<file path="src/rtl/lsu_pkg.sv">
// lsu_pkg: shared funct3 codes, controller state type and alignment check for the LSU bus controller
package lsu_pkg;

    localparam logic [2:0] F3_LB  = 3'b000;
    localparam logic [2:0] F3_LH  = 3'b001;
    localparam logic [2:0] F3_LW  = 3'b010;
    localparam logic [2:0] F3_LBU = 3'b100;
    localparam logic [2:0] F3_LHU = 3'b101;
    localparam logic [2:0] F3_SB  = 3'b000;
    localparam logic [2:0] F3_SH  = 3'b001;
    localparam logic [2:0] F3_SW  = 3'b010;

    typedef enum logic [1:0] {IDLE, REQ, WAIT_RESP, DONE} lsu_state_t;

    function automatic logic is_misaligned(input logic [2:0] f3, input logic [1:0] off);
        return ((f3 == F3_LH || f3 == F3_LHU) && off[0]) || (f3 == F3_LW && off != 2'b00);
    endfunction

endpackage

</file>
<file path="src/rtl/store_aligner.sv">
// store_aligner: places store data on the byte lanes selected by access size and offset
module store_aligner
    import lsu_pkg::*;
(
    input  logic [2:0]  funct3,
    input  logic [1:0]  off,
    input  logic [31:0] data,
    output logic [3:0]  wstrb,
    output logic [31:0] wdata
);

    assign wstrb = funct3 == F3_SB ? 4'b0001 << off : funct3 == F3_SH ? 4'b0011 << off : 4'b1111;
    assign wdata = funct3 == F3_SB ? {4{data[7:0]}} : funct3 == F3_SH ? {2{data[15:0]}} : data;

endmodule

</file>
<file path="src/rtl/lsu_bus_ctrl.sv">
// lsu_bus_ctrl: turns core load/store requests into valid/ready bus transactions and stalls the core until done
module lsu_bus_ctrl
    import lsu_pkg::*;
#(
    parameter int TIMEOUT_CYCLES = 64,
    parameter int ADDR_W         = 32
)
(
    input  logic              clk,
    input  logic              rst_n,
    input  logic              mem_read,
    input  logic              mem_write,
    input  logic [ADDR_W-1:0] addr,
    input  logic [31:0]       wdata_in,
    input  logic [2:0]        funct3,
    output logic              stall,
    output logic              done,
    output logic [31:0]       rd_word,
    output logic [1:0]        byte_offset,
    output logic [2:0]        ld_funct3,
    output logic              misaligned,
    output logic              access_fault,
    output logic              bus_valid,
    input  logic              bus_ready,
    output logic              bus_we,
    output logic [ADDR_W-1:0] bus_addr,
    output logic [3:0]        bus_wstrb,
    output logic [31:0]       bus_wdata,
    input  logic              bus_rvalid,
    input  logic [31:0]       bus_rdata
);

    localparam int CW = TIMEOUT_CYCLES > 0 ? $clog2(TIMEOUT_CYCLES + 1) : 1;

    lsu_state_t    state, state_next;
    logic [CW-1:0] cnt;
    logic          req, wr, bad, tmo;
    logic [3:0]    st_wstrb;
    logic [31:0]   st_wdata;

    assign req   = mem_read | mem_write;
    assign wr    = mem_write & ~mem_read;
    assign bad   = is_misaligned(funct3, addr[1:0]) |
                   (wr ? !(funct3 inside {F3_SB, F3_SH, F3_SW})
                       : !(funct3 inside {F3_LB, F3_LH, F3_LW, F3_LBU, F3_LHU}));
    assign tmo   = (TIMEOUT_CYCLES != 0) && (cnt + CW'(1) == CW'(TIMEOUT_CYCLES));
    assign stall = req && state != DONE;

    store_aligner u_store_aligner (
        .funct3 (funct3),
        .off    (addr[1:0]),
        .data   (wdata_in),
        .wstrb  (st_wstrb),
        .wdata  (st_wdata)
    );

    // state register
    always_ff @(posedge clk or negedge rst_n) begin
        if (!rst_n) state <= IDLE;
        else        state <= state_next;
    end

    // next state; a response arriving in the timeout cycle still completes normally
    always_comb begin
        state_next = state;
        case (state)
            IDLE:      state_next = req ? (bad ? DONE : REQ) : IDLE;
            REQ:       state_next = bus_ready ? (bus_we ? DONE : WAIT_RESP) : (tmo ? DONE : REQ);
            WAIT_RESP: state_next = (bus_rvalid || tmo) ? DONE : WAIT_RESP;
            default:   state_next = IDLE;
        endcase
    end

    // bus request, captured load context, fault flags and timeout counter
    always_ff @(posedge clk or negedge rst_n) begin
        if (!rst_n) begin
            done         <= 1'b0;
            rd_word      <= '0;
            byte_offset  <= '0;
            ld_funct3    <= '0;
            misaligned   <= 1'b0;
            access_fault <= 1'b0;
            bus_valid    <= 1'b0;
            bus_we       <= 1'b0;
            bus_addr     <= '0;
            bus_wstrb    <= '0;
            bus_wdata    <= '0;
            cnt          <= '0;
        end else begin
            done <= state_next == DONE;
            case (state)
                IDLE: if (req) begin
                    byte_offset <= addr[1:0];
                    ld_funct3   <= funct3;
                    misaligned  <= bad;
                    bus_valid   <= !bad;
                    bus_we      <= wr;
                    bus_addr    <= {addr[ADDR_W-1:2], 2'b00};
                    bus_wstrb   <= wr ? st_wstrb : 4'b0000;
                    bus_wdata   <= st_wdata;
                    cnt         <= '0;
                end
                REQ: begin
                    cnt          <= cnt + CW'(1);
                    bus_valid    <= !(bus_ready || tmo);
                    access_fault <= !bus_ready && tmo;
                end
                WAIT_RESP: begin
                    cnt          <= cnt + CW'(1);
                    access_fault <= !bus_rvalid && tmo;
                    if (bus_rvalid) rd_word <= bus_rdata;
                end
                default: begin
                    misaligned   <= 1'b0;
                    access_fault <= 1'b0;
                end
            endcase
        end
    end

endmodule

</file>
<file path="config.mk">
export PLATFORM = sky130hd
export DESIGN_NAME = lsu_bus_ctrl
export DESIGN_NICKNAME = d
export VERILOG_FILES = /design/src/rtl/lsu_pkg.sv /design/src/rtl/store_aligner.sv /design/src/rtl/lsu_bus_ctrl.sv
export SDC_FILE = /design/constraint.sdc
export NUM_CORES = 1
export LEC_CHECK = 0
export BUFFER_PORTS_ARGS = -buffer_cell sky130_fd_sc_hd__buf_2
export CORE_ASPECT_RATIO = 1.2
export CORE_UTILIZATION = 43
export DETAILED_ROUTE_END_ITERATION = 10
export HOLD_SLACK_MARGIN = 0.15
export PLACE_DENSITY_LB_ADDON = 0.15
export RECOVER_POWER = 100
export SYNTH_ARGS = -nofsm -noshare
export SYNTH_HDL_FRONTEND = slang
export SYNTH_SLANG_ARGS = --single-unit
</file>
<file path="constraint.sdc">
create_clock -name clk -period 1.7 [get_ports clk]
set_input_delay 0.085 -clock clk [delete_from_list [all_inputs] [get_ports clk]]
set_output_delay 0.085 -clock clk [all_outputs]
set_load 0.02 [all_outputs]
</file>
After elaboration in Yosys (flattened, before gate mapping)
Cells that the tools add are included.

Bitwise logic cells: 5. Multiplexer cells: 20. Shift operators: 2. $add $sub $neg: 1. Eq/ne operators: 10. Reductions and logical operators: 28.

Operators by type and width (count): $mux W32 (2); $pmux W7 S2 (1); $mux W4 (3); $reduce_and A2 Y1 (5); $mux W2 (4); $add A7 B1 Y7 const B (1); $eq A7 B7 Y1 const B (1); $mux W7 (1); $eq A3 B3 Y1 const B (2); $logic_not A1 Y1 (6); $pmux W2 S3 (1); $reduce_bool A2 Y1 (3); $logic_and A1 B1 Y1 (5); $mux W1 (5); $reduce_bool A5 Y1 (1); $eq A2 B2 Y1 const B (2); $logic_or A1 B1 Y1 (4); $ne A2 B2 Y1 const B (2); $pmux W1 S2 (2); $shl A1 B2 Y4 const A (1); $shl A2 B2 Y4 const A (1); $eq A3 B1 Y1 const B (1); $eq A3 B2 Y1 const B (1); $logic_not A3 Y1 (1); 8 further kinds (10).

Output and inout bits: 111. Input bits: 105. Word-level logic and storage cells: 79. Register bits after elaboration: 117.

Longest topological paths before layout
Gate-level depths: netlist (run 1).

Depth after elaboration: 9. Mapped depth: 8. Gate-level depth less buffers: 7.

Cells and area by module
Synthesis (run 1) repeated with hierarchy kept, for this count alone.

Cells, all modules: 398. Area total of the unflattened synthesis: 5333.9 µm².

By module, submodules not included: lsu_bus_ctrl (cells each 329, area an instance 4744.6 µm², times used 1, sequential area each 2927.8 µm²); store_aligner (cells each 69, area an instance 589.3 µm², times used 1, sequential area each 0.0 µm²).

Least setup slack after synthesis (run 1)
OpenSTA, ideal clock, no wires.

Kind: reg-to-reg. From: register state[0]. To: register bus_addr[27]. Setup time: 0.125 ns. Arrival: 1.614 ns. Slack: -0.038 ns. Path buffers: 3. Stages on the path, launching flop included: 8. Data required time: 1.575 ns. Period minus slack after synthesis: 1.738 ns. Path through: dfrtp_1 inv_1 ha_1 buf_2 o21ai_2 buf_2 buf_4 mux2_2.

Longest elaborated chain between the ends: 2.

RTL lines: from (decl) (line lsu_bus_ctrl.sv:35) `lsu_state_t state, state_next;`; from (signal assigned) (line lsu_bus_ctrl.sv:60) `else state <= state_next;`; $logic_not A2 Y1 (line lsu_bus_ctrl.sv:91) `case (state)`; $reduce_and A2 Y1 (no source line); to (signal assigned) (line lsu_bus_ctrl.sv:98) `bus_addr <= {addr[ADDR_W-1:2], 2'b00};`; to (decl) (line lsu_bus_ctrl.sv:26) `output logic [ADDR_W-1:0] bus_addr,`.

No other way between the ends. A chain may end at the register's enable or synchronous reset.

Worst setup path in the final report (run 1)
From: register state[1]. To: register cnt[5].

Longest elaborated chain between the ends: 4. Elaborated cells between the ends (all ways): 8. Classes of those cells: eq/ne: 3; mux: 1; reduce/logical: 4.

RTL lines: $eq A2 B2 Y1 / $eq A2 B1 Y1 (equally long branches) (line lsu_bus_ctrl.sv:91); $reduce_or A2 Y1 (no source line); $reduce_bool A2 Y1 (no source line); $reduce_and A2 Y1 (no source line); to (signal assigned) (line lsu_bus_ctrl.sv:104) `cnt <= cnt + CW'(1);`; to (signal assigned) (line lsu_bus_ctrl.sv:109) `cnt <= cnt + CW'(1);`; to (decl) (line lsu_bus_ctrl.sv:36) `logic [CW-1:0] cnt;`.

Several ways; a longest one is shown, not always the timed one.

==> qor.yml, run 1 <==
status: "complete, no violations"
track_usage_pct: 25.2
finClkSkew_ns: 0.00476
worst_slew_pin_slew_ns: 1.02
antennaDiodeCount: 0
slew-limit-headroom_pct: 32.2
synth_top_area_share_pct: 57.2
layout-drive-gt1-share_pct: 31.0
synth_mux_area_share_pct: 20.7
synth_area_per_cell_sq_um: 12.4
power_mw: 15.2
ys_ff_latch: 117
max_freq_ghz: 0.613
drt_iter0_drc: 120
grt_pass1_wl_microns: 23500
worstHoldPathCells: 5
cellPowerDensity_mw_per_mm2: 1850
critPathBufInv: 1
cts.path.max_buffers: 2
rows: 43
tns_ns: 0
drc: 0
die-height_microns: 122
gp_congestion: 0.813
yosys.area_share.adder_pct: 2.44
finalCriticalPeriod_ns: 1.63
finalMaxSlewViolations: 0
antenna_found_initial: 0
synthArstFlopShare_pct: 100
p_switching_mw: 5.85
layout_commonest_cell: "dfrtp_1"
avgRoutedWirePerCell_microns: 15.9
synthXorXnorAreaFrac_pct: 0
vias: 4630
synth_edf_count: 0
hpwl_microns: 8880
synthFlopType: "dfrtp_1"
period_share_pct: 96.0
hold_end: "bus_wstrb[1]"
leakage_nw: 3.73
cp_top_family: "simple AND/OR/NAND/NOR gates"
netlist_area_sq_mm: 0.00512
min-delay-start: "funct3[2]"
ant_nets: 0
ys_seq_area_share_pct: 57.2
grt_pass1_vias: 4836
layout_setup_ws_ns: 0.0688
yosysUniqueCellTypes: 42
yosysWarnings: 0
start_util_pct: 44.3
drtPass1Iterations: 4
clk_pin_slew_ns: 0.06
viasPerCell: 4.99
die_x_microns: 102
endpoint_kind: "register"
sequentialPowerShare_pct: 32.4
rsz0062_at_grt: "no"
path_cells: "buf_4, ha_1, a21o_4, or4_1, nand2_1, a22o_1"
design_area_sq_mm: 0.00819
grt_max_degree: 40
hold_path_class: "in -> reg"
crit_required_ns: 2.04
rr_startpoint: "state[1]"
crit_fanout: 9
power_frac_clock_pct: 26.0
power_frac_comb_pct: 41.6
cts_made_buffers: 17
synth-simple-area-share_pct: 7.06
htreeDepth: 4
grt_overflow: 0
coreArea_sq_mm: 0.0116
synth-compound-area-share_pct: 9.53
ir_drop_v: 0.00101
cp.depth: 6
p_sw_share_pct: 38.6
critPathSlowestCell: "or4_1"
syn-instance-count: 413
synthTopCellsByArea: "dfrtp_1 57%, mux2_2 16%, mux2i_1 4.9%"
root_buffer: "clkbuf_16"
ioPinCount: 216
layout_common_cells: "117 x dfrtp_1, 115 x dlygate4sd3_1, 110 x clkbuf_1"
layout-area-overhead-vs-synth_pct: 60.0
cap_viol_max_count: 0
setup_violations: 0
slowest_delay_ns: 0.41
r2r-end: "cnt[5]"
crit_path_start_kind: "register"
pre_cts_slack_ns: 0.00482
die-area_sq_mm: 0.0124
critPathKind: "reg -> reg"
internal-power_mw: 9.31
r2r_slack_ns: 0.07
layout.nets: 873
clock_latency_ns: 0.40
synth_top_family_by_area: "multiplexers"
synth_top_area_cell: "dfrtp_1"
io_buffers: 213
routed_wl_microns: 14800
place_area_sq_mm: 0.00646
cts.sinks: 117
arrival_ns: 1.97
final-hold-violation-count: 0
tritoncts: "done"
ff2ff_path_depth: 6
[power by group through the flow]
stage                     sequential [mW]  combinational (mW)  clock (mW)
after global routing                 5.09                6.81        4.15
final                                4.92                6.30        3.94
after global placement               4.81                6.09           0
after CTS                            4.85                6.53        3.99
after floorplan                      6.42                2.39           0
after detailed placement             4.87                6.18           0
[cells by family after synthesis]
logic type / after synthesis
flip-flops: 117
buffers and inverters: 32
adder cells (fa/ha/maj): 10
multiplexers: 97
AO/OA/AOI/OAI: 78
other: 1
AND/OR/NAND/NOR: 78
[worst max path at each step]
stage / from / end / slack, ns
2_1_floorplan: state[0] / bus_addr[27] / 0.005
3_3_place_gp: state[0] / bus_addr[27] / 0.06
3_5_place_dp: state[0] / bus_addr[27] / 0.005
4_1_cts: state[0] / cnt[5] / 0.005
5_1_grt: state[1] / cnt[5] / 0.005
6_report: state[1] / cnt[5] / 0.07
[synthesized netlist by cell type (2+ instances only)]
library cell,count
dfrtp_1,117
mux2_2,72
nand2_1,51
o21ai_0,40
mux2i_1,25
buf_2,15
a21oi_1,11
ha_1,10
inv_1,8
nor3_1,6
a22o_1,5
nand3_1,5
a21o_1,4
buf_4,4
clkbuf_1,4
o2bb2ai_1,4
a31oi_1,3
and3_1,2
nor2_1,2
nor2_2,2
o21ai_1,2
[timing repair]
item | CTS | global route
resized for setup | 1 | 4
gates cloned | 1 | 1
hold buffers | 115 | 0
hold endpoints to repair | 206 | 0
buffers inserted | 0 | 4
endpoints found under the setup margin | 4 | 63
[routing by layer]
layer	track usage, %	routed length, microns	up-vias	part of all wire, %
met3	7.52	888	30	6.0
met1	28.5	5770	2266	39
met2	43.2	7720	184	52
met4	11.5	414	0	2.8
li1	-	-	2150	-
met5	0	0	-	0
[stage by stage]
step	hold WS, ns	util [%]	std cells
5_1_grt	0.284	70.8	928
3_5_place_dp	0.104	55.8	775
3_3_place_gp	0.101	55.8	775
6_report	0.249	70.8	928
4_1_cts	0.218	71.7	923
2_1_floorplan	-0.211	-	414
[tightest hold or removal path: cells and delay by family]
kind / cells / cell delay [ns]
AND/OR/NAND/NOR: 2 / 0.17
buffers and inverters: 1 / 0.16
AO/OA/AOI/OAI: 2 / 0.20
[flip-flops by register name, summed over array words and instances, names as in the netlist]
register / flops
access_fault: 1
bus_addr: 30
bus_valid: 1
bus_wdata: 32
bus_we: 1
bus_wstrb: 4
byte_offset: 2
cnt: 7
done: 1
ld_funct3: 3
misaligned: 1
rd_word: 32
state: 2
[cell type report]
type                       count  area, sq um
sequential                   117         2930
clock inverter                13          204
clock buffer                  19          453
timing repair buffer         348         2310
inverter                       9         33.8
multi-input combinational    265         2070
fill                         868         3370
tap                          157          196
(Power assumes the default switching activity.)
==> run 2, diff against run 1 <==
Settings changed: CORE_UTILIZATION 43 to 52.
Clock period 1.7 ns to 2 ns, I/O delays scaled along.
==> run 2 against run 1 <==
Setup slack gained 0.0034 ns. Global-route usage grew 9.5 points. Clock-buffer cell count shrank 1. Sequential share of layout area grew 1.1 points. Critical path type is now in -> reg.
==> qor.yml, run 2 (synthesized netlist as in run 1, its figures left out) <==
status: "complete, no violations"
ant_nets: 0
crit_path_start_kind: "input port"
slowest_delay_ns: 0.61
layout.nets: 853
leakage_nw: 3.63
cts.path.max_buffers: 2
vias: 4680
critPathKind: "in -> reg"
tritoncts: "done"
clock_latency_ns: 0.41
ir_drop_v: 0.000928
ioPinCount: 216
critPathBufInv: 4
crit_fanout: 22
cts.sinks: 117
track_usage_pct: 34.6
rsz0062_at_grt: "no"
routed_wl_microns: 16600
tns_ns: 0
hpwl_microns: 9160
endpoint_kind: "register"
cellPowerDensity_mw_per_mm2: 1640
root_buffer: "clkbuf_16"
final-hold-violation-count: 0
io_buffers: 213
rows: 39
drtPass1Iterations: 4
grt_max_degree: 76
crit_required_ns: 2.29
cp.depth: 7
finalCoreUtilization_pct: 83.0
die_x_microns: 92.6
hold_path_class: "in -> reg"
cp_top_family: "buffers and inverters"
cap_viol_max_count: 0
start_util_pct: 53.5
nFillCells: 594
cts_made_buffers: 17
finalMaxSlewViolations: 0
period_share_pct: 96.4
top_regs: "bus_wdata: 32 flops, rd_word: 32 flops, bus_addr: 30 flops"
grt_overflow: 0
pre_cts_slack_ns: 0.137
worstHoldPathCells: 3
viasPerCell: 5.35
layout-area-overhead-vs-synth_pct: 55.1
layout_setup_ws_ns: 0.0722
arrival_ns: 2.21
coreArea_sq_mm: 0.00956
htreeDepth: 4
layout-drive-gt1-share_pct: 29.4
die-area_sq_mm: 0.0103
cp_common_cell: "dlygate4sd3_1"
ff2ff_path_depth: 6
worst_slew_pin_slew_ns: 1.12
avgRoutedWirePerCell_microns: 19.0
critPathSlowestCell: "dlygate4sd3_1"
finClkSkew_ns: 0.00868
grt_pass1_wl_microns: 26400
grt_pass1_vias: 5161
die-height_microns: 111
post_cts_buffers: 0
gp_congestion: 0.841
path_cells: "dlygate4sd3_1, buf_2, nor2_4, buf_6, mux2i_1, dlygate4sd3_1, o21ai_0"
drc: 0
finalCriticalPeriod_ns: 1.93
layout_commonest_cell: "dfrtp_1"
max_freq_ghz: 0.519
antenna_found_initial: 1
drt_iter0_drc: 294
clk_pin_slew_ns: 0.06
layout_common_cells: "117 x dfrtp_1, 111 x clkbuf_1, 107 x dlygate4sd3_1"
slew-limit-headroom_pct: 25.7
setup_violations: 0
[run 2: final timing paths]
path                                  endpoint  slack (ns)      startpoint
min in group asynchronous         ld_funct3[0]        0.42           rst_n
worst min register to register  byte_offset[0]        0.48  byte_offset[0]
max in group asynchronous               cnt[6]        0.43           rst_n
worst max register to register    bus_wstrb[1]        0.15        state[0]
worst min-delay path              ld_funct3[0]        0.22       funct3[0]
worst max-delay path             bus_wdata[17]        0.07       funct3[1]
[run 2: cell type report]
| cell class | count | area, sq um | area share, % |
|---|---|---|---|
| Timing Repair Buffer | 328 | 2080 | 26.2 |
| Sequential cell | 117 | 2930 | 36.9 |
| Clock buffer | 18 | 439 | 5.53 |
| Inverter | 9 | 33.8 | 0.425 |
| Multi-Input combinational cell | 265 | 2050 | 25.9 |
| Tap cell | 123 | 154 | 1.94 |
| Antenna cell | 1 | 2.50 | 0.0315 |
| Clock inverter | 14 | 249 | 3.14 |
[run 2: worst reg2reg max path, cell delays in order (launching register included)]
cell,delay (ns)
dfrtp_1,0.42
inv_1,0.10
ha_2,0.30
inv_1,0.09
buf_4,0.16
o2bb2ai_1,0.11
dlygate4sd3_1,0.55
[run 2: metrics by stage]
stage          cells  area (sq um)  hold slack, ns  total power, mW
2_1_floorplan    414          5120          -0.196             7.48
3_3_place_gp     735          6330           0.109             9.11
4_1_cts          874          8090           0.207             13.1
3_5_place_dp     735          6330           0.115             9.32
5_1_grt          875          7940           0.253             13.7
6_report         875          7940           0.223             13.0
[run 2: layer usage]
metal | vias to the layer above | share of wire, % | routed length [microns] | GRT usage, %
met5 | - | 0 | 0 | 0
met2 | 200 | 53 | 8870 | 60.5
met4 | 0 | 4.6 | 759 | 18.6
li1 | 2110 | - | - | -
met3 | 68 | 5.3 | 886 | 9.26
met1 | 2302 | 37 | 6110 | 37.7
[run 2: power breakdown]
| group | internal [mW] | switching, mW |
|---|---|---|
| sequential | 3.52 | 0.756 |
| clock | 2.39 | 1.15 |
| combinational | 1.91 | 3.31 |
[run 2: what timing repair did]
| action | in CTS | in global routing |
|---|---|---|
| gates resized for setup | 0 | 3 |
| hold endpoints to repair | 204 | 0 |
| hold buffers | 107 | 0 |
| setup endpoints to repair | 0 | 8 |
